## src/rtl/gemm_pkg.sv

```systemverilog
// Shared types and constants for the GEMM tile sequencer.
//   state_e      : sequencer FSM states
//   ARRAY_I/J    : default systolic array geometry (rows / columns)
//   DRAIN_CYCLES : pipeline drain length for the default geometry (SRAM latency + skew)
//   ceil_div     : ceiling division on 33-bit operands, wide enough that a 16-bit
//                  dimension of 2^16-1 cannot overflow the rounding add
package gemm_pkg;

  typedef enum logic [2:0] {
    StIdle,
    StLoad,
    StFeed,
    StDrain,
    StDone,
    StErr
  } state_e;

  localparam int unsigned ARRAY_I      = 4;
  localparam int unsigned ARRAY_J      = 4;
  localparam int unsigned DRAIN_CYCLES = ARRAY_I + ARRAY_J;

  function automatic logic [32:0] ceil_div(input logic [32:0] a, input logic [32:0] b);
    ceil_div = (a + b - 33'd1) / b;
  endfunction

endpackage

```

## src/rtl/gemm_addr_gen.sv

```systemverilog
// Ifmap/filter SRAM read address generator for the GEMM tile sequencer.
// Holds the per-tile base addresses mt*K and nt*K, stepped by +K on tile advance
// (no multiplier), and registers base + kk when asked to.
// Ports:
//   i_clk, i_rst     : clock, synchronous active-high reset
//   i_k              : latched reduction length K
//   i_clear          : job accepted, zero both bases
//   i_next_n         : advance to next column tile (n base += K)
//   i_next_m         : advance to next row tile (n base = 0, m base += K)
//   i_load, i_kk     : load address registers with base + i_kk
//   o_ifmaps_addr    : ifmap SRAM read address (wraps modulo 2^SRAM_ADDR_WIDTH)
//   o_filters_addr   : filter SRAM read address (wraps modulo 2^SRAM_ADDR_WIDTH)
module gemm_addr_gen #(
  parameter int unsigned WIDTH           = 16,
  parameter int unsigned SRAM_ADDR_WIDTH = 10
) (
  input  logic                       i_clk,
  input  logic                       i_rst,
  input  logic [WIDTH-1:0]           i_k,
  input  logic                       i_clear,
  input  logic                       i_next_n,
  input  logic                       i_next_m,
  input  logic                       i_load,
  input  logic [WIDTH-1:0]           i_kk,
  output logic [SRAM_ADDR_WIDTH-1:0] o_ifmaps_addr,
  output logic [SRAM_ADDR_WIDTH-1:0] o_filters_addr
);

  logic [SRAM_ADDR_WIDTH-1:0] r_m_base;
  logic [SRAM_ADDR_WIDTH-1:0] r_n_base;
  logic [SRAM_ADDR_WIDTH-1:0] r_if_addr;
  logic [SRAM_ADDR_WIDTH-1:0] r_f_addr;
  logic [SRAM_ADDR_WIDTH-1:0] w_k;
  logic [SRAM_ADDR_WIDTH-1:0] w_kk;

  // Only the low address bits matter: the address space wraps silently.
  assign w_k  = SRAM_ADDR_WIDTH'(i_k);
  assign w_kk = SRAM_ADDR_WIDTH'(i_kk);

  always_ff @(posedge i_clk) begin
    if (i_rst) begin
      r_m_base  <= '0;
      r_n_base  <= '0;
      r_if_addr <= '0;
      r_f_addr  <= '0;
    end else begin
      if (i_clear) begin
        r_m_base <= '0;
        r_n_base <= '0;
      end else if (i_next_m) begin
        r_n_base <= '0;
        r_m_base <= r_m_base + w_k;
      end else if (i_next_n) begin
        r_n_base <= r_n_base + w_k;
      end
      // Outside FEED the addresses hold their last value.
      if (i_load) begin
        r_if_addr <= r_m_base + w_kk;
        r_f_addr  <= r_n_base + w_kk;
      end
    end
  end

  assign o_ifmaps_addr  = r_if_addr;
  assign o_filters_addr = r_f_addr;

endmodule

```

## src/rtl/gemm_tile_sequencer.sv

```systemverilog
// GEMM tile sequencer: runs C[m x n] = A[m x k] * B[k x n] on an I x J systolic array.
// Tiles m by I (outer loop) and n by J (inner loop); per tile it clears the array (LOAD),
// streams K SRAM reads (FEED), then waits I+J cycles for the pipeline to drain (DRAIN).
// Optional feature: define GEMM_SEQ_PERF_EN to add o_perf_cycles / o_perf_tiles counters.
// Ports:
//   i_clk, i_rst               : clock, synchronous active-high reset (wins over start)
//   i_start                    : job request, sampled only in IDLE
//   i_k, i_m, i_n              : GEMM dimensions, latched on an accepted start
//   o_busy                     : accepted start through the DONE/ERR cycle
//   o_done, o_err              : job-finished pulse; err pulses with done on a zero dim
//   o_ifmaps_addr/filters_addr : SRAM read addresses
//   o_enable_*_to_sa           : SRAM read data valid for the array edges (FEED delayed 1)
//   o_sa_clear                 : clear array accumulators (one pulse per tile)
//   o_tile_done                : current tile result stable in the array
//   o_tile_m_idx/n_idx         : current tile indices, 0 when idle
//   o_perf_cycles/perf_tiles   : busy-cycle and tile counters (GEMM_SEQ_PERF_EN only)
module gemm_tile_sequencer
  import gemm_pkg::*;
#(
  parameter int unsigned WIDTH           = 16,
  parameter int unsigned SRAM_ADDR_WIDTH = 10,
  parameter int unsigned I               = ARRAY_I,
  parameter int unsigned J               = ARRAY_J
) (
  input  logic                       i_clk,
  input  logic                       i_rst,
  input  logic                       i_start,
  input  logic [WIDTH-1:0]           i_k,
  input  logic [WIDTH-1:0]           i_m,
  input  logic [WIDTH-1:0]           i_n,
  output logic                       o_busy,
  output logic                       o_done,
  output logic                       o_err,
  output logic [SRAM_ADDR_WIDTH-1:0] o_ifmaps_addr,
  output logic [SRAM_ADDR_WIDTH-1:0] o_filters_addr,
  output logic                       o_enable_ifmaps_to_sa,
  output logic                       o_enable_filters_to_sa,
  output logic                       o_sa_clear,
  output logic                       o_tile_done,
  output logic [WIDTH-1:0]           o_tile_m_idx,
  output logic [WIDTH-1:0]           o_tile_n_idx
`ifdef GEMM_SEQ_PERF_EN
  ,
  output logic [31:0]                o_perf_cycles,
  output logic [WIDTH-1:0]           o_perf_tiles
`endif
);

  // One SRAM read latency plus I+J-1 cycles of systolic skew.
  localparam int unsigned DrainCycles = I + J;
  localparam int unsigned DrainW      = $clog2(DrainCycles) + 1;

  state_e            r_state;
  logic [WIDTH-1:0]  r_k;
  logic [WIDTH-1:0]  r_mt_total;
  logic [WIDTH-1:0]  r_nt_total;
  logic [WIDTH-1:0]  r_mt;
  logic [WIDTH-1:0]  r_nt;
  logic [WIDTH-1:0]  r_kk;
  logic [DrainW-1:0] r_drain_left;
  logic              r_busy;
  logic              r_done;
  logic              r_err;
  logic              r_sa_clear;
  logic              r_tile_done;
  logic              r_feed_en;

  logic              w_accept;
  logic              w_zero_dim;
  logic [WIDTH-1:0]  w_mt_total;
  logic [WIDTH-1:0]  w_nt_total;
  logic              w_kk_last;
  logic              w_drain_end;
  logic              w_last_n;
  logic              w_last_m;
  logic              w_next_n;
  logic              w_next_m;
  logic              w_addr_load;
  logic [WIDTH-1:0]  w_kk_next;

  assign w_accept   = (r_state == StIdle) && i_start;
  assign w_zero_dim = (i_k == '0) || (i_m == '0) || (i_n == '0);
  // 33-bit intermediates keep m = 2^WIDTH-1 from overflowing the rounding add.
  assign w_mt_total = WIDTH'(ceil_div(33'(i_m), 33'(I)));
  assign w_nt_total = WIDTH'(ceil_div(33'(i_n), 33'(J)));

  assign w_kk_last   = (r_kk == r_k - WIDTH'(1));
  assign w_drain_end = (r_state == StDrain) && (r_drain_left == '0);
  assign w_last_n    = (r_nt == r_nt_total - WIDTH'(1));
  assign w_last_m    = (r_mt == r_mt_total - WIDTH'(1));
  assign w_next_n    = w_drain_end && !w_last_n;
  assign w_next_m    = w_drain_end && w_last_n && !w_last_m;

  // Address registers load on every edge that lands in a FEED cycle.
  assign w_addr_load = (r_state == StLoad) || ((r_state == StFeed) && !w_kk_last);
  assign w_kk_next   = (r_state == StLoad) ? '0 : r_kk + WIDTH'(1);

  always_ff @(posedge i_clk) begin
    if (i_rst) begin
      r_state      <= StIdle;
      r_k          <= '0;
      r_mt_total   <= '0;
      r_nt_total   <= '0;
      r_mt         <= '0;
      r_nt         <= '0;
      r_kk         <= '0;
      r_drain_left <= '0;
      r_busy       <= 1'b0;
      r_done       <= 1'b0;
      r_err        <= 1'b0;
      r_sa_clear   <= 1'b0;
      r_tile_done  <= 1'b0;
      r_feed_en    <= 1'b0;
    end else begin
      r_done      <= 1'b0;
      r_err       <= 1'b0;
      r_sa_clear  <= 1'b0;
      r_tile_done <= 1'b0;
      // Matches the 1-cycle SRAM read latency.
      r_feed_en   <= (r_state == StFeed);
      unique case (r_state)
        StIdle: begin
          if (i_start) begin
            r_k        <= i_k;
            r_mt_total <= w_mt_total;
            r_nt_total <= w_nt_total;
            r_mt       <= '0;
            r_nt       <= '0;
            r_busy     <= 1'b1;
            if (w_zero_dim) begin
              r_state <= StErr;
              r_done  <= 1'b1;
              r_err   <= 1'b1;
            end else begin
              r_state    <= StLoad;
              r_sa_clear <= 1'b1;
            end
          end
        end
        StLoad: begin
          r_state <= StFeed;
          r_kk    <= w_kk_next;
        end
        StFeed: begin
          if (w_kk_last) begin
            r_state      <= StDrain;
            r_drain_left <= DrainW'(DrainCycles - 1);
            r_tile_done  <= (DrainCycles == 1);
          end else begin
            r_kk <= w_kk_next;
          end
        end
        StDrain: begin
          if (w_drain_end) begin
            if (w_last_n && w_last_m) begin
              r_state <= StDone;
              r_done  <= 1'b1;
            end else begin
              r_state    <= StLoad;
              r_sa_clear <= 1'b1;
              if (w_last_n) begin
                r_nt <= '0;
                r_mt <= r_mt + WIDTH'(1);
              end else begin
                r_nt <= r_nt + WIDTH'(1);
              end
            end
          end else begin
            r_drain_left <= r_drain_left - DrainW'(1);
            r_tile_done  <= (r_drain_left == DrainW'(1));
          end
        end
        StDone, StErr: begin
          r_state <= StIdle;
          r_busy  <= 1'b0;
          r_mt    <= '0;
          r_nt    <= '0;
        end
        default: r_state <= StIdle;
      endcase
    end
  end

  gemm_addr_gen #(
    .WIDTH           (WIDTH),
    .SRAM_ADDR_WIDTH (SRAM_ADDR_WIDTH)
  ) u_addr_gen (
    .i_clk          (i_clk),
    .i_rst          (i_rst),
    .i_k            (r_k),
    .i_clear        (w_accept),
    .i_next_n       (w_next_n),
    .i_next_m       (w_next_m),
    .i_load         (w_addr_load),
    .i_kk           (w_kk_next),
    .o_ifmaps_addr  (o_ifmaps_addr),
    .o_filters_addr (o_filters_addr)
  );

`ifdef GEMM_SEQ_PERF_EN
  logic [31:0]      r_perf_cycles;
  logic [WIDTH-1:0] r_perf_tiles;

  // r_busy is low in IDLE, so clearing on accept never collides with counting.
  always_ff @(posedge i_clk) begin
    if (i_rst) begin
      r_perf_cycles <= '0;
      r_perf_tiles  <= '0;
    end else if (w_accept) begin
      r_perf_cycles <= '0;
      r_perf_tiles  <= '0;
    end else begin
      if (r_busy && (r_perf_cycles != '1)) begin
        r_perf_cycles <= r_perf_cycles + 32'd1;
      end
      if (r_tile_done) begin
        r_perf_tiles <= r_perf_tiles + WIDTH'(1);
      end
    end
  end

  assign o_perf_cycles = r_perf_cycles;
  assign o_perf_tiles  = r_perf_tiles;
`endif

  assign o_busy                 = r_busy;
  assign o_done                 = r_done;
  assign o_err                  = r_err;
  assign o_enable_ifmaps_to_sa  = r_feed_en;
  assign o_enable_filters_to_sa = r_feed_en;
  assign o_sa_clear             = r_sa_clear;
  assign o_tile_done            = r_tile_done;
  assign o_tile_m_idx           = r_mt;
  assign o_tile_n_idx           = r_nt;

endmodule

```

## config.mk

```make
export PLATFORM = sky130hd
export DESIGN_NAME = gemm_tile_sequencer
export DESIGN_NICKNAME = d
export VERILOG_FILES = /design/src/rtl/gemm_pkg.sv /design/src/rtl/gemm_addr_gen.sv /design/src/rtl/gemm_tile_sequencer.sv
export SDC_FILE = /design/constraint.sdc
export NUM_CORES = 1
export LEC_CHECK = 0
export CAP_MARGIN = 10
export CORE_ASPECT_RATIO = 1.5
export CORE_MARGIN = 4
export CORE_UTILIZATION = 25
export DETAILED_ROUTE_END_ITERATION = 10
export GPL_TIMING_DRIVEN = 0
export MAX_ROUTING_LAYER = met4
export PLACE_DENSITY_LB_ADDON = 0.15
export SLEW_MARGIN = 5
export SYNTH_ARGS = -nofsm -noshare
export SYNTH_HDL_FRONTEND = slang
export SYNTH_SLANG_ARGS = --single-unit
```

## constraint.sdc

```tcl
create_clock -name i_clk -period 4.3 [get_ports i_clk]
set_input_delay 0.86 -clock i_clk [delete_from_list [all_inputs] [get_ports i_clk]]
set_output_delay 0.86 -clock i_clk [all_outputs]
set_load 0.005 [all_outputs]
```

==> impl_metrics.yaml, run 1 <==
outcome:
  status: "finished, final reports clean"
synthesis:
  ys_seq_area_frac: 0.2991
  syn_area_mm2: 0.009838
  synth_top_cell_by_area: "dfxtp_1"
  synth_ff_type: "dfxtp_1"
  syn_area_per_cell_um2: 7.902
  synth_top_area_frac: 0.2991
  async_reset_ff_frac: 0
  yosys_warnings: 0
  synth_cell_types: 69
  yosys-top-cells-area: "dfxtp_1 (30%), xnor2_1 (7.8%), ha_1 (5.6%)"
  synth.net_count: 1344
  synth-edff-count: 0
  synth_seq_cells: 147
  syn_inst: 1245
timing:
  worst_pin_slew_ns: 0.9017
  rsz0062_at_grt: "no"
  fin_crit_sh: 0.9294
  min_period_ns: 3.996
  max_freq_mhz: 250.2
  hold_viol: 0
  relSlewSlack: 0.3989
  tns_ns: 0
  clock_skew_ns: 0.01120
  maxSlewViolCount: 0
  setup_violations: 0
grt:
  grt_max_degree: 17
  grt_overflow_total: 0
  antenna_found_initial: 0
  grt.total_usage: 0.1650
  grt_pass1_wl_um: 52810
  grt_pass1_vias: 9200
detailed_routing:
  wl_per_cell_um: 18.25
  drc: 0
  dr.first_iter.drc_count: 485
  vias_per_cell: 4.919
  wirelength_um: 34360
  first_pass_iters: 5
  ant_nets: 0
  vias: 9262
cts:
  cts_buffers: 17
  ctsHoldBuffers: 0
  cts_tree: "done"
  clockBufferDepth: 2
  insertion_delay_ns: 0.45
  cts-root-buf: "clkbuf_16"
  cts.sinks: 147
  htreeDepth: 4
  clkTransAtPathRegs_ns: 0.06
power:
  power_leakage_nw: 4.497
  irDropWorstVdd_v: 0.0002503
  power_density_mw_per_mm2: 338.3
floorplan:
  rows: 88
  boundaryPins: 110
  die_h_um: 251.0
  start_util: 0.2546
  die_w_um: 170.0
  core_mm2: 0.03865
  die-area_mm2: 0.04266
worst_setup_path:
  r2r-end: "u_addr_gen.o_ifmaps_addr[3]"
  arrival_ns: 4.37
  critical_path_class: "flop to flop"
  crit_fanout: 10
  reg2reg_slack_ns: 0.30
  worstPathRequired_ns: 4.67
  end_kind: "flop"
  reg2regPathDepth: 10
  rr_startpoint: "r_k[2]"
  worstSetupStartpointType: "flop"
placed_design:
  placed_area_mm2: 0.01154
  gp_congestion: 0.8331
  port_buffers: 108
  dp_hpwl_um: 27200
hold_path:
  hold_path.class: "flop to flop"
  hp-start: "u_addr_gen.o_ifmaps_addr[1]"
  hold_depth: 2
  min_to: "u_addr_gen.o_ifmaps_addr[1]"
layout:
  nFillCells: 4125
  final_cell_mix: "dfxtp_1 (147), nor2_1 (146), clkdlybuf4s50_1 (108)"
  n_antenna_cell: 0
  final_common_cell: "dfxtp_1"
  final_area_mm2: 0.01216
  syn2layout_area_growth_pct: 23.59
  finalNetCount: 1474
  layout-drive-gt1-share: 0.05620
run:
  cap_viol_max_count: 0
area by class of cell:
class                   instances  area (um^2)  share of cell area
clock buffers                  25        515.5             0.04240
well taps                     495        619.3             0.05094
multi-input cells             982         6440              0.5296
repair buffers                111         1104             0.09076
flip-flops and latches        147         2943              0.2420
clock inverters                 7        71.32            0.005865
inverters                      44        165.2             0.01358
plain buffers                  72        301.5             0.02480
worst max-delay path by stage:
stage,start,to,slack [ns],depth (start not counted)
after floorplan,r_nt_total[0],o_tile_m_idx[12],1.01,14
after global placement,r_nt_total[0],o_tile_n_idx[4],0.04,14
after detailed placement,r_nt_total[0],o_tile_n_idx[2],0.02,14
after CTS,r_mt_total[2],o_tile_n_idx[2],0.08,12
after global routing,r_k[2],u_addr_gen.o_filters_addr[5],0.05,10
final,r_k[2],u_addr_gen.o_ifmaps_addr[3],0.30,10
registers in the layout (all words and copies together) (netlist names), 3 cells and up:
| signal | count |
|---|---|
| r_kk | 16 |
| u_addr_gen.o_filters_addr | 10 |
| r_k | 16 |
| u_addr_gen.r_m_base | 10 |
| r_drain_left | 4 |
| u_addr_gen.o_ifmaps_addr | 10 |
| r_nt_total | 15 |
| o_tile_m_idx | 16 |
| u_addr_gen.r_n_base | 10 |
| r_state | 3 |
| o_tile_n_idx | 16 |
| r_mt_total | 15 |
cells in the mapped netlist (8+ instances only):
master    count
a211oi_1     26
a21o_1       19
a21oi_1      91
a31oi_1      11
and3_1       25
buf_2        16
clkbuf_1     47
dfxtp_1     147
ha_1         44
inv_1        44
mux2i_1      29
nand2_1      89
nand3_1      37
nand4_1      15
nor2_1      146
nor2b_1      14
nor3_1       48
nor3b_1       8
nor4_1       29
o211ai_1     14
o21ai_0      42
o31ai_1      10
or2_2         8
or3_1        34
or4_1        12
xnor2_1      88
xor2_1       43
metal layers:
metal  vias to the layer above  share of wire  track usage
li1                       4711              -            -
met1                      4338           0.39       0.1732
met2                       165           0.55       0.3081
met3                        48          0.029      0.02438
met4                         0          0.030      0.06164
met5                         -              0            -
critical path: stages, from the launching register on:
cell	delay, ns
dfxtp_1	0.44
or3_1	0.50
or3_1	0.47
o41ai_1	0.41
a32oi_1	0.09
nor4_1	0.59
a311o_1	0.41
clkbuf_1	0.50
buf_2	0.33
a21oi_1	0.09
nor2_1	0.09
per-stage QoR:
step	setup WS, ns	cells	hold WS, ns	total power, mW	util
after floorplan	1.009	1245	0.4478	2.261	-
final	0.3037	1883	0.4534	4.114	0.3146
after global routing	0.05016	1883	0.4768	4.348	0.3146
after detailed placement	0.01618	1848	0.4498	2.631	0.2986
after global placement	0.04043	1848	0.4489	2.625	0.2986
after CTS	0.07610	1880	0.4577	4.180	0.3139
power breakdown:
part	internal (mW)	switching, mW	total (mW)
Sequential	1.43	0.0859	1.51
Clock	0.888	0.633	1.52
Combinational	0.418	0.660	1.08
Total	2.74	1.38	4.11
cells by family (layout without fill, tap and decap cells):
kind of cell / count (synthesis) / count (layout) / share of synthesized area
xor+xnor: 131 / 131 / 0.1166
buf+inv: 116 / 259 / 0.04744
mux: 35 / 35 / 0.03637
fa+ha+maj: 48 / 48 / 0.06410
compound gates: 269 / 269 / 0.1792
flops: 147 / 147 / 0.2991
simple gates: 499 / 499 / 0.2572
timing repair:
| item | in CTS | in global routing |
|---|---|---|
| buffers inserted | 0 | 3 |
| resized for setup | 1 | 1 |
| pin swaps | 0 | 1 |
| setup endpoints to repair | 2 | 17 |
Power figures use the tool's default switching activity.
==> run 2, diff against run 1 <==
--- a/config.mk
+++ b/config.mk
@@ -5,6 +5,7 @@
 export SDC_FILE = /design/constraint.sdc
 export NUM_CORES = 1
 export LEC_CHECK = 0
+export ABC_AREA = 1
 export CAP_MARGIN = 10
 export CORE_ASPECT_RATIO = 1.5
 export CORE_MARGIN = 4
@@ -12,7 +13,7 @@
 export DETAILED_ROUTE_END_ITERATION = 10
 export GPL_TIMING_DRIVEN = 0
 export MAX_ROUTING_LAYER = met4
-export PLACE_DENSITY_LB_ADDON = 0.15
+export PLACE_DENSITY = 0.54
 export SLEW_MARGIN = 5
 export SYNTH_ARGS = -nofsm -noshare
 export SYNTH_HDL_FRONTEND = slang
==> constraint.sdc (replaced) <==
create_clock -name i_clk -period 3.75 [get_ports i_clk]
set_input_delay 0.75 -clock i_clk [delete_from_list [all_inputs] [get_ports i_clk]]
set_output_delay 0.75 -clock i_clk [all_outputs]
set_load 0.005 [all_outputs]
==> impl_metrics.yaml, run 2 <==
grt:
  grt_overflow_total: 0
  grt_max_degree: 17
  grt.total_usage: 0.1627
  grt_pass1_wl_um: 56790
  grt_pass1_vias: 10600
  antenna_found_initial: 1
synthesis:
  yosys-top-cells-area: "dfxtp_1 (28%), nand2_1 (14%), nor2_1 (7.1%)"
  ys_top_cells_by_count: "nand2_1 (390), nor2_1 (200), inv_1 (198)"
  synth_ff_type: "dfxtp_1"
  synth_top_area_frac: 0.2770
  syn_inst: 1643
  synth_seq_cells: 147
  synth.net_count: 1742
  syn_area_per_cell_um2: 6.465
  syn_area_mm2: 0.01062
  ys_seq_area_frac: 0.2770
  synth_top_cell_by_area: "dfxtp_1"
  yosys_warnings: 0
  yosysMostFrequentCell: "nand2_1"
  synth-edff-count: 0
  synth_cell_types: 52
  async_reset_ff_frac: 0
detailed_routing:
  wirelength_um: 36740
  vias_per_cell: 4.646
  vias: 10900
  wl_per_cell_um: 15.65
  first_pass_iters: 5
  ant_nets: 0
  dr.first_iter.drc_count: 568
  drc: 0
floorplan:
  die-area_mm2: 0.04592
  die_w_um: 176.3
  boundaryPins: 110
  start_util: 0.2528
  die_h_um: 260.5
  rows: 92
  core_mm2: 0.04202
hold_path:
  hold_path.class: "flop to flop"
  hold_depth: 2
timing:
  max_freq_mhz: 310.6
  clock_skew_ns: 0.007558
  fin_ws_ns: 0.5300
  worst_pin_slew_ns: 0.8529
  setup_violations: 0
  fin_crit_sh: 0.8587
  hold_slack_ns: 0.4686
  tns_ns: 0
  relSlewSlack: 0.4314
  min_period_ns: 3.220
  rsz0062_at_grt: "no"
  hold_viol: 0
  maxSlewViolCount: 0
cts:
  post_cts_buffers: 0
  ctsHoldBuffers: 0
  cts_tree: "done"
  cts.sinks: 147
  htreeDepth: 4
  insertion_delay_ns: 0.44
  clockBufferDepth: 2
  clkTransAtPathRegs_ns: 0.06
  cts_buffers: 17
  cts-root-buf: "clkbuf_16"
worst_setup_path:
  reg2reg_slack_ns: 0.53
  end_kind: "flop"
  critical_path_class: "flop to flop"
  crit_fanout: 11
  reg2regPathDepth: 18
  arrival_ns: 3.56
  worstPathRequired_ns: 4.09
  worstSetupStartpointType: "flop"
placed_design:
  placed_area_mm2: 0.01241
  port_buffers: 108
  dp_hpwl_um: 29940
  dp.cells: 2315
  place_ws_ns: 0.1229
  gp_congestion: 0.8966
power:
  power_leakage_nw: 5.491
  irDropWorstVdd_v: 0.0003626
  power_density_mw_per_mm2: 494.9
  total_power_mw: 6.481
layout:
  multi_input_area_mm2: 0.006661
  syn2layout_area_growth_pct: 23.27
  fin_cells: 2347
  final_area_mm2: 0.01310
  final_util: 0.3117
  final_cell_mix: "nand2_1 (390), nor2_1 (200), inv_1 (198)"
  layout-drive-gt1-share: 0.06117
  final_common_cell: "nand2_1"
  finalNetCount: 1868
  nFillCells: 4571
  register_area_mm2: 0.002943
outcome:
  status: "finished, final reports clean"
run:
  cap_viol_max_count: 0
## run 2: changes by cell type in the layout (fill, tap and decap cells not counted), sizes merged, moves of 29 or more
cell | before | now
nand2 | 89 | 399
inv | 44 | 209
nor2 | 147 | 219
xnor2 | 88 | 27
nand3 | 37 | 96
o21ai | 43 | 87
xor2 | 43 | 79
or3 | 34 | 0
a21oi | 91 | 122
mux2i | 29 | 0
nand4 | 15 | 44
## run 2: worst paths after layout
check	to	startpoint
max	u_addr_gen.o_filters_addr[9]	r_state[0]
min	r_k[15]	r_k[15]
max reg2reg	u_addr_gen.o_filters_addr[9]	r_state[0]
min reg2reg	r_k[15]	r_k[15]
## run 2: timing repair
action,CTS,global route
endpoints found under the hold margin,0,0
resized for setup,0,1
setup endpoints to repair,0,4
## run 2: report_power, final
part           switching (mW)  internal [mW]  total [mW]
sequential              0.226           1.76        1.99
combinational            1.56          0.920        2.48
clock                   0.726           1.29        2.01
total                    2.52           3.97        6.48
## run 2: worst max-delay path, stage by stage, from the launching register on
cell and delay, ns:
dfxtp_1 0.38, inv_1 0.11, nor3_2 0.35, inv_1 0.32
nand2_1 0.31, inv_1 0.17, ha_1 0.21, a21oi_1 0.19
o21ai_0 0.10, a21oi_1 0.31, o21bai_1 0.15, nand2_1 0.08
nand2_1 0.05, nand2_1 0.05, nand2_1 0.07, nand3_1 0.08
nand2_1 0.05, nor2_1 0.09, nor2_1 0.04
## run 2: per-layer routing
metal | wire length, um | up-vias | track usage | share of wire
met5 | 0 | - | - | 0
met4 | 1171 | 0 | 0.06589 | 0.032
met3 | 1138 | 63 | 0.01985 | 0.031
met2 | 20050 | 215 | 0.3104 | 0.55
met1 | 14370 | 5013 | 0.1673 | 0.39
li1 | - | 5613 | - | -
## run 2: logic make-up after synthesis
family | share of synthesized area
flip-flops | 0.2770
XOR/XNOR | 0.08810
AO/OA/AOI/OAI | 0.1313
buffers and inverters | 0.09635
AND/OR/NAND/NOR | 0.3478
adder cells (fa/ha/maj) | 0.05936
## run 2: layout make-up
class / count / share of cell area
Clock buffer: 20 / 0.03487
Sequential cell: 147 / 0.2247
Inverter: 209 / 0.05991
Multi-Input combinational cell: 1238 / 0.5087
Tap cell: 564 / 0.05389
Antenna cell: 1 / 0.0001911
Buffer: 48 / 0.01796
Clock inverter: 12 / 0.01720
Timing Repair Buffer: 108 / 0.08255
==> run 3, diff against run 2 <==
==> constraint.sdc (replaced) <==
create_clock -name i_clk -period 4.13 [get_ports i_clk]
set_input_delay 0.826 -clock i_clk [delete_from_list [all_inputs] [get_ports i_clk]]
set_output_delay 0.826 -clock i_clk [all_outputs]
set_load 0.005 [all_outputs]
==> impl_metrics.yaml, run 3 (synthesized netlist as in run 2, its figures left out) <==
layout:
  finalNetCount: 1869
  final_cell_mix: "nand2_1 (390), nor2_1 (200), inv_1 (198)"
  layout-drive-gt1-share: 0.06057
  syn2layout_area_growth_pct: 23.26
  final_common_cell: "nand2_1"
timing:
  setup_violations: 0
  clock_skew_ns: 0.007166
  max_freq_mhz: 283.3
  tns_ns: 0
  relSlewSlack: 0.4418
  fin_crit_sh: 0.8547
  maxSlewViolCount: 0
  min_period_ns: 3.530
  hold_viol: 0
  worst_pin_slew_ns: 0.8297
  rsz0062_at_grt: "no"
  fin_ws_ns: 0.6001
floorplan:
  boundaryPins: 110
  start_util: 0.2528
  die-area_mm2: 0.04592
  core_mm2: 0.04202
  die_h_um: 260.5
  die_w_um: 176.3
  rows: 92
cts:
  post_cts_buffers: 0
  clkTransAtPathRegs_ns: 0.06
  cts.sinks: 147
  clockBufferDepth: 2
  cts_buffers: 17
  insertion_delay_ns: 0.45
  htreeDepth: 4
  cts_tree: "done"
  ctsHoldBuffers: 0
  cts-root-buf: "clkbuf_16"
  cts_resized: 0
worst_setup_path:
  worstSetupStartpointType: "flop"
  r2r-end: "u_addr_gen.o_filters_addr[9]"
  cpPeakStageDelay_ns: 0.56
  end_kind: "flop"
  arrival_ns: 3.87
  cp_cell_sequence: "inv_1 > nor3_1 > inv_1 > clkbuf_1 > nand2_1 > inv_1 > ha_1 > a21oi_1 > o21ai_0 > a21oi_1 > o21bai_1 > nand2_1 > nand2_1 > nand2_1 > nand2_1 > nand3_1 > nand2_1 > nor2_1 > nor2_1"
  reg2regPathDepth: 19
  reg2reg_slack_ns: 0.60
  rr_startpoint: "r_state[0]"
  crit_top_cell: "nand2_1"
  worstPathRequired_ns: 4.47
  slowest_stage: "nor3_1"
  crit_fanout: 10
  worstSetupStartpoint: "r_state[0]"
  critical_path_class: "flop to flop"
grt:
  grt_pass1_wl_um: 56790
  grt_overflow_total: 0
  grt_pass1_vias: 10600
  antenna_found_initial: 1
  grt_max_degree: 17
  grt.total_usage: 0.1627
detailed_routing:
  first_pass_iters: 5
  ant_nets: 0
  dr.first_iter.drc_count: 638
  vias_per_cell: 4.651
  drc: 0
  wirelength_um: 36690
  wl_per_cell_um: 15.62
  vias: 10920
hold_path:
  hold_depth: 2
  hp-start: "r_k[15]"
  hold_path.class: "flop to flop"
  min_to: "r_k[15]"
outcome:
  status: "finished, final reports clean"
placed_design:
  place_ws_ns: 0.4269
  port_buffers: 108
  gp_congestion: 0.8966
  dp_hpwl_um: 29940
power:
  power_density_mw_per_mm2: 449.4
  power_leakage_nw: 5.489
  irDropWorstVdd_v: 0.0003314
run:
  cap_viol_max_count: 0
-- run 3: worst max-delay path: cells and delay by family (launching register included) --
| kind | cells | cell delay, ns |
|---|---|---|
| AO/OA/AOI/OAI | 4 | 0.75 |
| adder cells (fa/ha/maj) | 1 | 0.21 |
| buffers and inverters | 4 | 0.70 |
| flip-flops | 1 | 0.38 |
| AND/OR/NAND/NOR | 10 | 1.37 |
-- run 3: layout make-up --
| class | instances | area [um^2] |
|---|---|---|
| Multi-Input combinational cell | 1238 | 6656 |
| Inverter | 209 | 784.5 |
| Clock buffer | 20 | 456.7 |
| Sequential cell | 147 | 2943 |
| Antenna cell | 1 | 2.502 |
| Clock inverter | 12 | 225.2 |
| Fill cell | 4572 | 28920 |
| Tap cell | 564 | 705.7 |
| Buffer | 49 | 239.0 |
| Timing Repair Buffer | 108 | 1081 |
-- run 3: through the flow --
step | util | instances | total power [mW] | area, um^2 | hold slack (ns)
2_1_floorplan | - | 1643 | 3.286 | 10620 | 0.4381
3_3_place_gp | 0.2954 | 2315 | 4.091 | 12410 | 0.4591
3_5_place_dp | 0.2954 | 2315 | 4.099 | 12410 | 0.4617
4_1_cts | 0.3116 | 2347 | 5.953 | 13090 | 0.4698
5_1_grt | 0.3116 | 2348 | 6.290 | 13090 | 0.4803
6_report | 0.3116 | 2348 | 5.885 | 13090 | 0.4686
-- run 3: per-layer routing --
layer | share of wire | up-vias | wire [um] | GRT usage
li1 | - | 5617 | - | -
met1 | 0.39 | 5014 | 14360 | 0.1673
met2 | 0.55 | 225 | 20030 | 0.3104
met3 | 0.031 | 65 | 1122 | 0.01985
met4 | 0.032 | 0 | 1176 | 0.06589
met5 | 0 | - | 0 | -
-- run 3: how the worst max path moves through the flow --
stage                                         to  slack [ns]
floorplan            u_addr_gen.o_ifmaps_addr[8]        1.50
global placement                  r_mt_total[10]        0.44
detailed placement                r_mt_total[10]        0.43
CTS                 u_addr_gen.o_filters_addr[9]        0.56
global route        u_addr_gen.o_filters_addr[8]        0.18
finish              u_addr_gen.o_filters_addr[9]        0.60
-- run 3: where the power goes --
| part | internal (mW) | switching [mW] |
|---|---|---|
| logic | 0.836 | 1.42 |
| clock network | 1.17 | 0.660 |
| registers | 1.60 | 0.205 |
| total | 3.60 | 2.28 |
